## src/rtl/lsu_pkg.sv

```systemverilog
// Shared types for the load/store unit.
// Size and state encodings, read-latency bounds, alignment helpers.
package lsu_pkg;

  localparam int RD_LAT_MIN = 1;
  localparam int RD_LAT_MAX = 3;

  typedef enum logic [1:0] {
    SZ_BYTE = 2'b00,
    SZ_HALF = 2'b01,
    SZ_WORD = 2'b10
  } size_e;

  typedef enum logic [1:0] {
    S_IDLE,
    S_RD_WAIT,
    S_WRITE,
    S_RESP
  } state_e;

  typedef struct packed {
    logic [31:0] addr;
    logic [31:0] wdata;
    logic        we;
    size_e       size;
    logic        uns;
  } lsu_req_t;

  // Encoding 11 behaves as a word access.
  function automatic size_e norm_size(input logic [1:0] s);
    return (s == 2'b11) ? SZ_WORD : size_e'(s);
  endfunction

  function automatic logic misaligned(
    input size_e      s,
    input logic [1:0] lo
  );
    logic m;
    m = 1'b0;
    unique case (s)
      SZ_HALF: m = lo[0];
      SZ_WORD: m = (lo != 2'b00);
      default: m = 1'b0;
    endcase
    return m;
  endfunction

  function automatic logic [1:0] align_lo(
    input size_e      s,
    input logic [1:0] lo
  );
    logic [1:0] r;
    r = lo;
    unique case (s)
      SZ_HALF: r = {lo[1], 1'b0};
      SZ_WORD: r = 2'b00;
      default: r = lo;
    endcase
    return r;
  endfunction

endpackage

```

## src/rtl/lsu_byte_lane.sv

```systemverilog
// Byte-lane steering: load extract/extend and sub-word store merge.
// Purely combinational; lane chosen by the low address bits.
module lsu_byte_lane
  import lsu_pkg::*;
(
  input  size_e       size,
  input  logic        uns,
  input  logic [1:0]  lo,
  input  logic [31:0] rword,
  input  logic [31:0] wdata,
  output logic [31:0] load_data,
  output logic [31:0] store_word
);

  logic [7:0]  b;
  logic [15:0] h;

  always_comb begin
    b          = rword[{lo, 3'b000} +: 8];
    h          = rword[{lo[1], 4'b0000} +: 16];
    load_data  = rword;
    store_word = wdata;
    unique case (size)
      SZ_BYTE: begin
        load_data  = {{24{~uns & b[7]}}, b};
        store_word = rword;
        store_word[{lo, 3'b000} +: 8] = wdata[7:0];
      end
      SZ_HALF: begin
        load_data  = {{16{~uns & h[15]}}, h};
        store_word = rword;
        store_word[{lo[1], 4'b0000} +: 16] = wdata[15:0];
      end
      default: begin
        load_data  = rword;
        store_word = wdata;
      end
    endcase
  end

endmodule

```

## src/rtl/load_store_unit.sv

```systemverilog
// Single-outstanding load/store unit with read-modify-write sub-word stores.
// Define LSU_MISALIGN_TRAP_EN to trap misaligned accesses instead of aligning.
module load_store_unit
  import lsu_pkg::*;
#(
  parameter int RD_LATENCY = 1
) (
  input  logic        clk_in,
  input  logic        rst_in,
  input  logic        req_valid_in,
  output logic        req_ready_out,
  input  logic [31:0] req_addr_in,
  input  logic [31:0] req_wdata_in,
  input  logic        req_we_in,
  input  logic [1:0]  req_size_in,
  input  logic        req_unsigned_in,
  output logic        resp_valid_out,
  output logic [31:0] resp_rdata_out,
  output logic        resp_err_out,
  output logic [31:0] mem_addr_out,
  output logic [31:0] mem_wr_data_out,
  input  logic [31:0] mem_rd_data_in,
  output logic        mem_we_out
);

  state_e      state;
  lsu_req_t    req;
  logic [1:0]  cnt;
  logic [31:0] rword;
  logic        err;

  size_e       in_size;
  logic [31:0] in_addr;
  logic        trap;
  logic [31:0] load_data;
  logic [31:0] store_word;

  assign in_size = norm_size(req_size_in);

`ifdef LSU_MISALIGN_TRAP_EN
  assign trap    = misaligned(in_size, req_addr_in[1:0]);
  assign in_addr = req_addr_in;
`else
  assign trap    = 1'b0;
  assign in_addr = {req_addr_in[31:2],
                    align_lo(in_size, req_addr_in[1:0])};
`endif

  assign req_ready_out = (state == S_IDLE) && !rst_in;

  always_ff @(posedge clk_in or posedge rst_in) begin
    if (rst_in) begin
      state <= S_IDLE;
      req   <= '0;
      cnt   <= '0;
      rword <= '0;
      err   <= 1'b0;
    end else begin
      unique case (state)
        S_IDLE: begin
          if (req_valid_in) begin
            req <= '{addr:  in_addr,
                     wdata: req_wdata_in,
                     we:    req_we_in,
                     size:  in_size,
                     uns:   req_unsigned_in};
            err <= trap;
            cnt <= 2'(RD_LATENCY);
            if (trap)
              state <= S_RESP;
            else if (req_we_in && in_size == SZ_WORD)
              state <= S_WRITE;
            else
              state <= S_RD_WAIT;
          end
        end
        S_RD_WAIT: begin
          cnt <= cnt - 2'd1;
          if (cnt == 2'd1) begin
            rword <= mem_rd_data_in;
            state <= req.we ? S_WRITE : S_RESP;
          end
        end
        S_WRITE: state <= S_RESP;
        S_RESP:  state <= S_IDLE;
        default: state <= S_IDLE;
      endcase
    end
  end

  lsu_byte_lane u_lane (
    .size       (req.size),
    .uns        (req.uns),
    .lo         (req.addr[1:0]),
    .rword      (rword),
    .wdata      (req.wdata),
    .load_data  (load_data),
    .store_word (store_word)
  );

  always_comb begin
    mem_addr_out    = '0;
    mem_we_out      = 1'b0;
    mem_wr_data_out = '0;
    resp_valid_out  = 1'b0;
    resp_rdata_out  = '0;
    resp_err_out    = 1'b0;
    unique case (state)
      S_RD_WAIT: mem_addr_out = {req.addr[31:2], 2'b00};
      S_WRITE: begin
        mem_addr_out    = {req.addr[31:2], 2'b00};
        mem_we_out      = 1'b1;
        mem_wr_data_out = store_word;
      end
      S_RESP: begin
        resp_valid_out = 1'b1;
        resp_err_out   = err;
        if (!req.we && !err)
          resp_rdata_out = load_data;
      end
      default: ;
    endcase
  end

endmodule

```

## config.mk

```make
export PLATFORM = sky130hd
export DESIGN_NAME = load_store_unit
export DESIGN_NICKNAME = d
export VERILOG_FILES = /design/src/rtl/lsu_pkg.sv /design/src/rtl/lsu_byte_lane.sv /design/src/rtl/load_store_unit.sv
export SDC_FILE = /design/constraint.sdc
export NUM_CORES = 1
export LEC_CHECK = 0
export CAP_MARGIN = 20
export CORE_ASPECT_RATIO = 1.25
export CORE_MARGIN = 8
export CORE_UTILIZATION = 45
export DETAILED_ROUTE_END_ITERATION = 7
export PLACE_DENSITY_LB_ADDON = 0.12
export SYNTH_ARGS = -nofsm -noshare
export SYNTH_HDL_FRONTEND = slang
export SYNTH_SLANG_ARGS = --single-unit
```

## constraint.sdc

```tcl
create_clock -name clk_in -period 4.8 [get_ports clk_in]
set_clock_uncertainty 0.2 [all_clocks]
set_input_delay 0.48 -clock clk_in [delete_from_list [all_inputs] [get_ports clk_in]]
set_output_delay 0.48 -clock clk_in [all_outputs]
set_load 0.02 [all_outputs]
```

==> flow_summary.rst <==
.. list-table::
   :header-rows: 1

   * - Metric
     - Value
   * - Clock Sinks
     - between 100 and 150
   * - Clock latency at the later pin of the worst-skew pair
     - 350 ps
   * - Number of placement rows
     - 48
   * - Number of global-route vias before repair
     - 5956
   * - Die outline width
     - between 100 and 150 µm
   * - Count of pins on the block boundary
     - 203
   * - Kind of capture point of the worst setup path
     - output pin
   * - IO buf count
     - 199
   * - Share of cells above drive strength 1
     - between 20% and 30%
   * - Setup violators final
     - 0
   * - Detail Route Antenna Nets
     - 0
   * - Net count of the finished layout
     - 872
   * - Classification of the worst-slack hold path
     - reg -> reg
   * - Worst Setup Slack, final
     - 717 ps
   * - Largest net degree at the start of global routing
     - 64
   * - Cell area power density
     - 730 nW/µm²
   * - Worst VDD drop
     - roughly 0.47 mV
   * - Share of synthesized area occupied by flip-flops and latches
     - between 40% and 50%
   * - Non-filler cells in the finished layout
     - 939
   * - Arrival time at the worst endpoint
     - ~3400 ps
   * - Number of hold violations in the final report
     - 0
   * - Detailed-router iteration count before antenna repair
     - 5
   * - Synthesized netlist cell count
     - 591
   * - Starting utilization of the core area
     - between 40% and 50%
   * - Biggest fanout along the worst timing path
     - 33
   * - Number of buffers inserted to repair setup after CTS
     - 0
   * - Die Height
     - 149 µm
   * - Total placed instance area
     - 8330 µm²
   * - RSZ-0062 raised after global routing
     - false
   * - Number of synthesized flops with an enable pin
     - 0
   * - Kind of critical path
     - reg -> out
   * - Routability congestion estimate from global placement
     - 0.955
   * - Worst slew pin tran
     - 1090 ps
   * - Total number of vias
     - 5587
   * - Critical path data required time
     - 4120 ps
   * - Final wirelength
     - 21.0 mm
   * - Clock Tree Root
     - sky130_fd_sc_hd__clkbuf_16
   * - Leakage power of the design
     - roughly 3.3 nW
   * - N_diodes
     - 0
   * - Launching element type of the critical path
     - flop
   * - Total placed cells including tap cells
     - 921
   * - Library cells used by synthesis
     - between 40 and 50
   * - Post-synth design cell area
     - 6370 µm²
   * - Area of the die
     - 18200 µm²
   * - Max Slew Vio Count
     - 0
   * - Clock-pin slew of the registers on the worst-case setup and hold paths
     - around 70 ps
   * - Maximum buffer depth of the clock tree
     - 2
   * - Iteration-0 DRC Markers
     - between 300 and 400
   * - Average size of a mapped cell
     - 10.8 µm²
   * - Number of clock buffers inserted by TritonCTS
     - 9
   * - Leftover overflow at the end of global routing
     - 0
   * - Hold buffers post-CTS
     - 0
   * - Most frequent standard cell in the layout excluding fill and tap cells
     - sky130_fd_sc_hd__clkdlybuf4s50_1
   * - Post-route DRC
     - 0
   * - Count of instances resized after the clock tree is built
     - 0
   * - Most frequently used flop master after synthesis
     - sky130_fd_sc_hd__dfrtp_1
   * - Number of warning messages in the yosys log
     - 0
   * - GRT Overall Usage
     - 22.7%
   * - Total core area
     - between 10000 and 15000 µm²
   * - Fin area
     - 8660 µm²
   * - Max capacitance violation total
     - 0
   * - Post-Place Setup Slack
     - approximately 1200 ps
   * - FFs w/ async S/R, synth
     - between 90% and 100%
   * - Via density
     - 5.95
   * - Number of antenna violations at the first check in global routing
     - 1
   * - Total Power
     - 6.32 mW
   * - Hold Path Stages
     - 1
   * - Achievable frequency
     - 0.245 GHz
   * - Run status
     - completed
   * - First-pass GRT wire length
     - approximately 32 mm
   * - Fraction of the cycle the final worst path needs
     - around 85%
   * - Worst reg2reg path depth
     - 6
   * - Htree depth
     - 3
   * - Top library cells by usage in the layout, fill and taps aside
     - 199 x sky130_fd_sc_hd__clkdlybuf4s50_1, 117 x sky130_fd_sc_hd__mux2_2, 103 x sky130_fd_sc_hd__dfrtp_1
   * - DP HPWL
     - 15.9 mm
   * - Number of flip-flops and latches in the synthesized netlist
     - approximately 100
   * - Slew Limit Headroom
     - 27.2%
   * - Final Critical Period
     - 4080 ps
   * - Clock tree from TritonCTS
     - done
   * - Area delta synth->final
     - 35.9%
   * - Setup TNS
     - 0 ps
   * - Wire length per cell
     - 22.3 µm
[stage by stage]
step                      hold WS, ps  utilization, %
after floorplan                   266               -
after global placement            273            60.3
after detailed placement          286            60.3
after CTS                         303            62.5
after global routing              316            62.7
final                             299            62.7
[report_power, final]
group	internal, mW	leakage [nW]	switching (mW)
combinational	1.78	1.98	1.81
sequential	1.32	1.23	0.659
clock	0.410	0.138	0.339
total	3.51	3.34	2.81
[path summary, 6_finish.rpt]
kind / start / end / slack (ps)
worst max-delay path: req[37]$_DFFE_PP0P_ / mem_wr_data_out[7] / 720
min in group asynchronous: rst_in / req[48]$_DFFE_PP0P_ / 470
worst min-delay path: req[43]$_DFFE_PP0P_ / req[43]$_DFFE_PP0P_ / 300
max in group asynchronous: rst_in / req[13]$_DFFE_PP0P_ / 2890
worst max register to register: state[0]$_DFFE_PP0P_ / req[31]$_DFFE_PP0P_ / 2490
worst min register to register: req[43]$_DFFE_PP0P_ / req[43]$_DFFE_PP0P_ / 300
[layer usage]
| metal | share of wire, % | GRT usage, % |
|---|---|---|
| met1 | 36 | 24.9 |
| met5 | 0.048 | 0 |
| met4 | 3.0 | 9.41 |
| met3 | 8.9 | 6.67 |
| met2 | 52 | 39.9 |
[worst max-delay path: stages, from the launching register on]
cell and delay (ps):
sky130_fd_sc_hd__dfrtp_1 560, sky130_fd_sc_hd__buf_4 490, sky130_fd_sc_hd__nor2b_2 170, sky130_fd_sc_hd__or2_1 520, sky130_fd_sc_hd__a211oi_1 590, sky130_fd_sc_hd__clkdlybuf4s50_1 710
[cell usage after synthesis (all sizes together), types with 2 or more instances]
library cell / instances / area, µm²
nand2b: 4 / 25.0
o211ai: 8 / 60.1
a22oi: 15 / 113
nor3b: 4 / 51.3
nand2: 28 / 105
buf: 37 / 245
and2: 31 / 194
a221oi: 23 / 252
dfrtp: 104 / 2600
clkbuf: 14 / 55.1
a21oi: 27 / 135
nor2: 12 / 45.0
mux2i: 16 / 160
or2: 3 / 18.8
a32oi: 2 / 43.8
nand4: 8 / 50.1
a31oi: 16 / 100
inv: 27 / 101
nand3: 8 / 40.0
o21ai: 30 / 150
ha: 10 / 125
nor4b: 8 / 70.1
a211oi: 7 / 57.6
mux2: 118 / 1330
a41oi: 8 / 70.1
nor3: 6 / 46.3
nor2b: 8 / 52.6
[sequential cells by signal (all words and copies together), names as in the netlist]
signal  count
req        68
rword      32
cnt         2
state       2
[area by class of cell]
type                    instances  area [µm²]
well taps                     175         219
flip-flops and latches        104        2600
fillers                      1195        5150
repair buffers                206        2060
inverters                      27         104
clock inverters                 5        65.1
clock buffers                  11         233
multi-input cells             411        3380
[logic make-up (layout without fill, tap and decap cells)]
| family | count (synthesis) | in the layout | share of synthesized area (%) |
|---|---|---|---|
| AO/OA/AOI/OAI | 140 | 140 | 15.9 |
| AND/OR/NAND/NOR | 124 | 124 | 11.5 |
| flip-flops | 104 | 104 | 40.8 |
| multiplexers | 134 | 134 | 23.4 |
| buffers and inverters | 78 | 249 | 6.30 |
| other | 1 | 3 | 0.0589 |
| adder cells (fa/ha/maj) | 10 | 10 | 1.96 |
Note: power is estimated with default switching activity, not from simulation.
==> edit 1 (same settings) <==
The 4 states of `state_e` get a one-hot encoding in 4 bits.
--- a/src/rtl/lsu_pkg.sv
+++ b/src/rtl/lsu_pkg.sv
@@ -11,11 +11,11 @@
     SZ_WORD = 2'b10
   } size_e;
 
-  typedef enum logic [1:0] {
-    S_IDLE,
-    S_RD_WAIT,
-    S_WRITE,
-    S_RESP
+  typedef enum logic [3:0] {
+    S_IDLE    = 4'b0001,
+    S_RD_WAIT = 4'b0010,
+    S_WRITE   = 4'b0100,
+    S_RESP    = 4'b1000
   } state_e;
 
   typedef struct packed {
Function: same outputs for any inputs over 4 cycles, from zero or initial values and one cycle with rst_in high; so few cycles prove little.
==> edit 1 against the unedited design <==
  * Sequential cell count up 2
  * Cell area up 3.1%
  * Core utilization down 0.70 points
  * Area after synthesis up 3.8%
  * Register-to-register slack worse by 0.73 ns
  * Setup slack worse by 0.40 ns
  * Die area up 3.4%
  * Wire length up 5.3%
  * Critical endpoint is now mem_wr_data_out[22]
  * Power down 20%
==> edit 1: results (changes against the unedited design) <==
startpoint of the worst hold path -> req[51]$_DFFE_PP0P_
synth cell count leaders -> dfrtp_1 (105), mux2_2 (100), and2_1 (32), o21ai_0 (29), clkbuf_1 (28)
WP data arrival -> 3.80 ns (+0.40 ns)
via count -> 5821 (+4.2%)
clock distribution power -> 787 uW (+5.1%)
fraction of layout cells with a size suffix above 1 -> 21.5% (+0.60 points)
first-pass GRT wire length -> 34500 um (+6.2%)
pin count of the biggest net entering global routing -> 67 (+4.7%)
reg2reg setup slack -> 1.76 ns (-0.73 ns)
Cells on Worst Hold Path -> 1 (unchanged)
final net count -> 884 (+1.4%)
cts repair resizes -> 0 (unchanged)
Worst Tran Pin Value -> 1.11 ns (+0.0200 ns)
setup repair bufs after CTS -> 0 (unchanged)
Routed WL per cell -> 23.1 um (+3.2%)
deepest clock path buffer count -> 2 (unchanged)
Hold Crit Class -> reg2reg
DR pass1 iterations -> 4 (-1)
complex-gate fraction of the synthesized area -> 17.6% (+1.7 points)
TritonCTS Buffers -> 9 (unchanged)
NetSw -> 2.16 mW (-23%)
P_leak -> 3.33 nW (-0.35%)
DRT iter0 DRCs -> 479 (+42%)
vias in the first global route -> 6025 (+1.2%)
sequential area share after synthesis -> 40.1% (-0.73 points)
hold endpoint -> req[51]$_DFFE_PP0P_
CP max stage cell -> clkdlybuf4s50_1
GP Congestion -> 0.863 (-9.6%)
Warnings, synthesis -> 0 (unchanged)
biggest regs -> req x68, rword x32, state x4
PortBufs -> 199 (unchanged)
asr flop ratio synth -> 100% (unchanged)
P_comb -> 2.25 mW (-37%)
DP Wirelength -> 16500 um (+3.6%)
ranking of synthesized cells by area -> dfrtp_1 (40%), mux2_2 (17%), and2_1 (3.0%)
post-synthesis xor/xnor area fraction -> 0.132% (+0.13 points)
Post-Synth Adder-Cell Area -> 1.13% (-0.83 points)
r2r endpoint -> req[50]$_DFFE_PP0P_
status -> finished, final reports clean
Critical Path Sink -> mem_wr_data_out[22]
Peak VDD IR -> 0.330 mV (-30%)
Root Buffer -> clkbuf_16
multiplexer share of the synthesized area -> 20.5% (-2.9 points)
Largest register FFs -> 68 (unchanged)
crit path from -> req[37]$_DFFE_PP0P_
clk_lat worst skew -> 0.36 ns
CTS clock-pin slew for the worst setup and hold paths -> 0.07 ns (about the same)
ANT nets after route -> 0 (unchanged)
reg2reg path depth -> 4 (-2)
CTS H-tree depth -> 3 (unchanged)
crit-path max FO -> 22 (-33%)
crit-path max cell delay -> 0.75 ns (+0.04 ns)
launch point of the worst reg-to-reg path -> state[0]$_DFFE_PP1P_
Global Route Usage Sum -> 22.9% (+0.24 points)
Post-DP Area -> 8610 um^2 (+3.3%)
Unique masters post-synth -> 54 (+10%)
diode count -> 0 (unchanged)
initial antenna violation count -> 0 (-1)
==> edit 1: layout make-up <==
class	instances	area, um^2
sequential	106	2660
inverter	16	62.6
clock buffer	9	225
tap	178	223
clock inverter	7	92.6
fill	1196	5480
timing repair buffer	213	2100
multi-input combinational	429	3570
==> edit 1: per-stage QoR <==
stage | util [%] | hold WS [ns] | power, mW | setup slack (ns) | std cells
finish | 62.0 | 0.280 | 5.03 | 0.319 | 958
global route | 62.0 | 0.304 | 5.35 | 0.134 | 958
CTS | 62.0 | 0.285 | 5.04 | 0.404 | 958
detailed placement | 59.8 | 0.268 | 4.23 | 0.785 | 942
global placement | 59.8 | 0.261 | 4.15 | 0.840 | 942
floorplan | - | 0.249 | 3.45 | 0.980 | 616
==> edit 1: layer usage <==
metal / global-route usage [%] / wire (um) / up-vias
met5: 0 / 0 / -
met4: 8.81 / 570 / 0
li1: - / - / 2656
met3: 8.28 / 2070 / 36
met2: 39.0 / 10900 / 272
met1: 25.9 / 8550 / 2857
==> edit 2 (config.mk and constraints unchanged) <==
Made on the original files. Add a define of `LSU_MISALIGN_TRAP_EN`.
--- a/src/rtl/load_store_unit.sv
+++ b/src/rtl/load_store_unit.sv
@@ -1,5 +1,7 @@
 // Single-outstanding load/store unit with read-modify-write sub-word stores.
 // Define LSU_MISALIGN_TRAP_EN to trap misaligned accesses instead of aligning.
+`define LSU_MISALIGN_TRAP_EN
+
 module load_store_unit
   import lsu_pkg::*;
 #(
Check against the original RTL: not equivalent (Yosys sat finds a counterexample within 4 cycles, from zero or initial values and one cycle with rst_in high).
==> edit 2 against the unedited design <==
  * Cell area decreased by 1.2%
  * Combinational power rose by 4%
  * Critical endpoint is now mem_wr_data_out[13]
  * Power is 0.90% higher
  * Setup slack better by 0.13 ns
  * Area after synthesis decreased by 3.0%
  * Largest power group unchanged
  * Wire length down 0.14%
  * Sequential cell count up 1
  * Critical path depth is the same
==> edit 2: results (changes against the unedited design) <==
CTS clock-pin slew for the worst setup and hold paths -> 0.07 ns (about the same)
vias in the first global route -> 5777 (-3.0%)
CP max stage cell -> dfrtp_1
CTS H-tree depth -> 3 (unchanged)
complex-gate fraction of the synthesized area -> 14.8% (-1.1 points)
Hold Crit Class -> reg2reg
sequential area share after synthesis -> 42.5% (+1.7 points)
DP Wirelength -> 16000 um (+0.47%)
post-synthesis xor/xnor area fraction -> 0% (unchanged)
PortBufs -> 200 (+0.50%)
P_leak -> 3.36 nW (+0.61%)
Internal -> 3.52 mW (+0.25%)
status -> finished, final reports clean
TritonCTS Buffers -> 9 (unchanged)
Warnings, synthesis -> 0 (unchanged)
clk_lat worst skew -> 0.34 ns
deepest clock path buffer count -> 2 (unchanged)
Post-Synth Adder-Cell Area -> 2.02% (+0.060 points)
crit-path max FO -> 20 (-39%)
WP data arrival -> 3.27 ns (-0.13 ns)
fraction of layout cells with a size suffix above 1 -> 19.4% (-1.5 points)
Root Buffer -> clkbuf_16
cts repair resizes -> 0 (unchanged)
DR vias/cell -> 5.87 (-1.4%)
Unique masters post-synth -> 44 (-10%)
DRT iter0 DRCs -> 365 (+8.0%)
multiplexer share of the synthesized area -> 22.8% (-0.66 points)
GP Congestion -> 0.939 (-1.7%)
setup repair bufs after CTS -> 0 (unchanged)
DR pass1 iterations -> 5 (unchanged)
crit-path max cell delay -> 0.79 ns (+0.08 ns)
biggest regs -> req x68, rword x32
Worst Tran Pin Value -> 1.09 ns (-0.00287 ns)
pin count of the biggest net entering global routing -> 75 (+17%)
family with the most delay on the worst path -> buffers and inverters
GRT overflow -> 0 (unchanged)
Global Route Usage Sum -> 23.3% (+0.58 points)
first-pass GRT wire length -> 32400 um (-0.19%)
final net count -> 875 (+0.34%)
ranking of synthesized cells by area -> dfrtp_1 (43%), mux2_2 (21%), o21ai_0 (3.5%)
diode count -> 0 (unchanged)
asr flop ratio synth -> 100% (unchanged)
Peak VDD IR -> 0.464 mV (-1.9%)
synth cell count leaders -> mux2_2 (115), dfrtp_1 (105), o21ai_0 (43), and2_1 (32), nand2_1 (27)
initial antenna violation count -> 0 (-1)
wirelength, routed -> 21000 um (-0.14%)
[edit 2: cells by family after synthesis]
family                     Yosys count
adders and majority gates           10
muxes                              125
other                                1
and+or+nand+nor                    140
AOI/OAI and AO/OA                  139
buffers and inverters               71
DFF                                105
[edit 2: layout make-up]
class / count / area (um^2)
sequential: 105 / 2630
inverter: 20 / 77.6
multi-input combinational: 416 / 3260
fill: 1162 / 5080
clock inverter: 5 / 37.5
clock buffer: 11 / 253
tap: 175 / 219
timing repair buffer: 210 / 2080
[edit 2: metal layers]
layer  routed length [um]  track usage (%)  part of all wire (%)  up-vias
met5                    0                0                     0        -
met4                  663             10.5                   3.2        0
met3                 2020             8.06                   9.6       48
met2                10300             38.7                    49      265
met1                 8000             26.2                    38     2698
li1                     -                -                     -     2515
[edit 2: through the flow]
| step | cell area [um^2] | utilization (%) | worst slack [ns] | hold WS [ns] | std cells |
|---|---|---|---|---|---|
| floorplan | 6190 | - | 1.36 | 0.259 | 592 |
| global placement | 8260 | 60.6 | 1.31 | 0.275 | 926 |
| detailed placement | 8260 | 60.6 | 1.26 | 0.287 | 926 |
| CTS | 8550 | 62.7 | 0.864 | 0.301 | 942 |
| global route | 8550 | 62.7 | 0.650 | 0.306 | 942 |
| finish | 8550 | 62.7 | 0.851 | 0.293 | 942 |
[edit 2: power groups by stage]
stage | sequential (mW) | combinational (mW) | clock [mW]
after floorplan | 1.61 | 2.51 | 0
after global placement | 1.93 | 3.65 | 0
after detailed placement | 1.95 | 3.72 | 0
after CTS | 1.94 | 3.74 | 0.732
after global routing | 2.01 | 3.98 | 0.765
final | 1.95 | 3.72 | 0.707
[edit 2: worst paths after layout]
kind                                           start                   end  slack (ns)  cells past startpoint
worst max-delay path             req[37]$_DFFE_PP0P_   mem_wr_data_out[13]        0.85                      5
max in group asynchronous                     rst_in   req[60]$_DFFE_PP0P_        2.95                      3
worst max register to register  state[0]$_DFFE_PP0P_   req[60]$_DFFE_PP0P_        2.04                      5
worst min register to register    cnt[0]$_DFFE_PP0P_    cnt[0]$_DFFE_PP0P_        0.29                      1
min in group asynchronous                     rst_in  state[1]$_DFFE_PP0P_        0.51                      2
worst min-delay path              cnt[0]$_DFFE_PP0P_    cnt[0]$_DFFE_PP0P_        0.29                      1
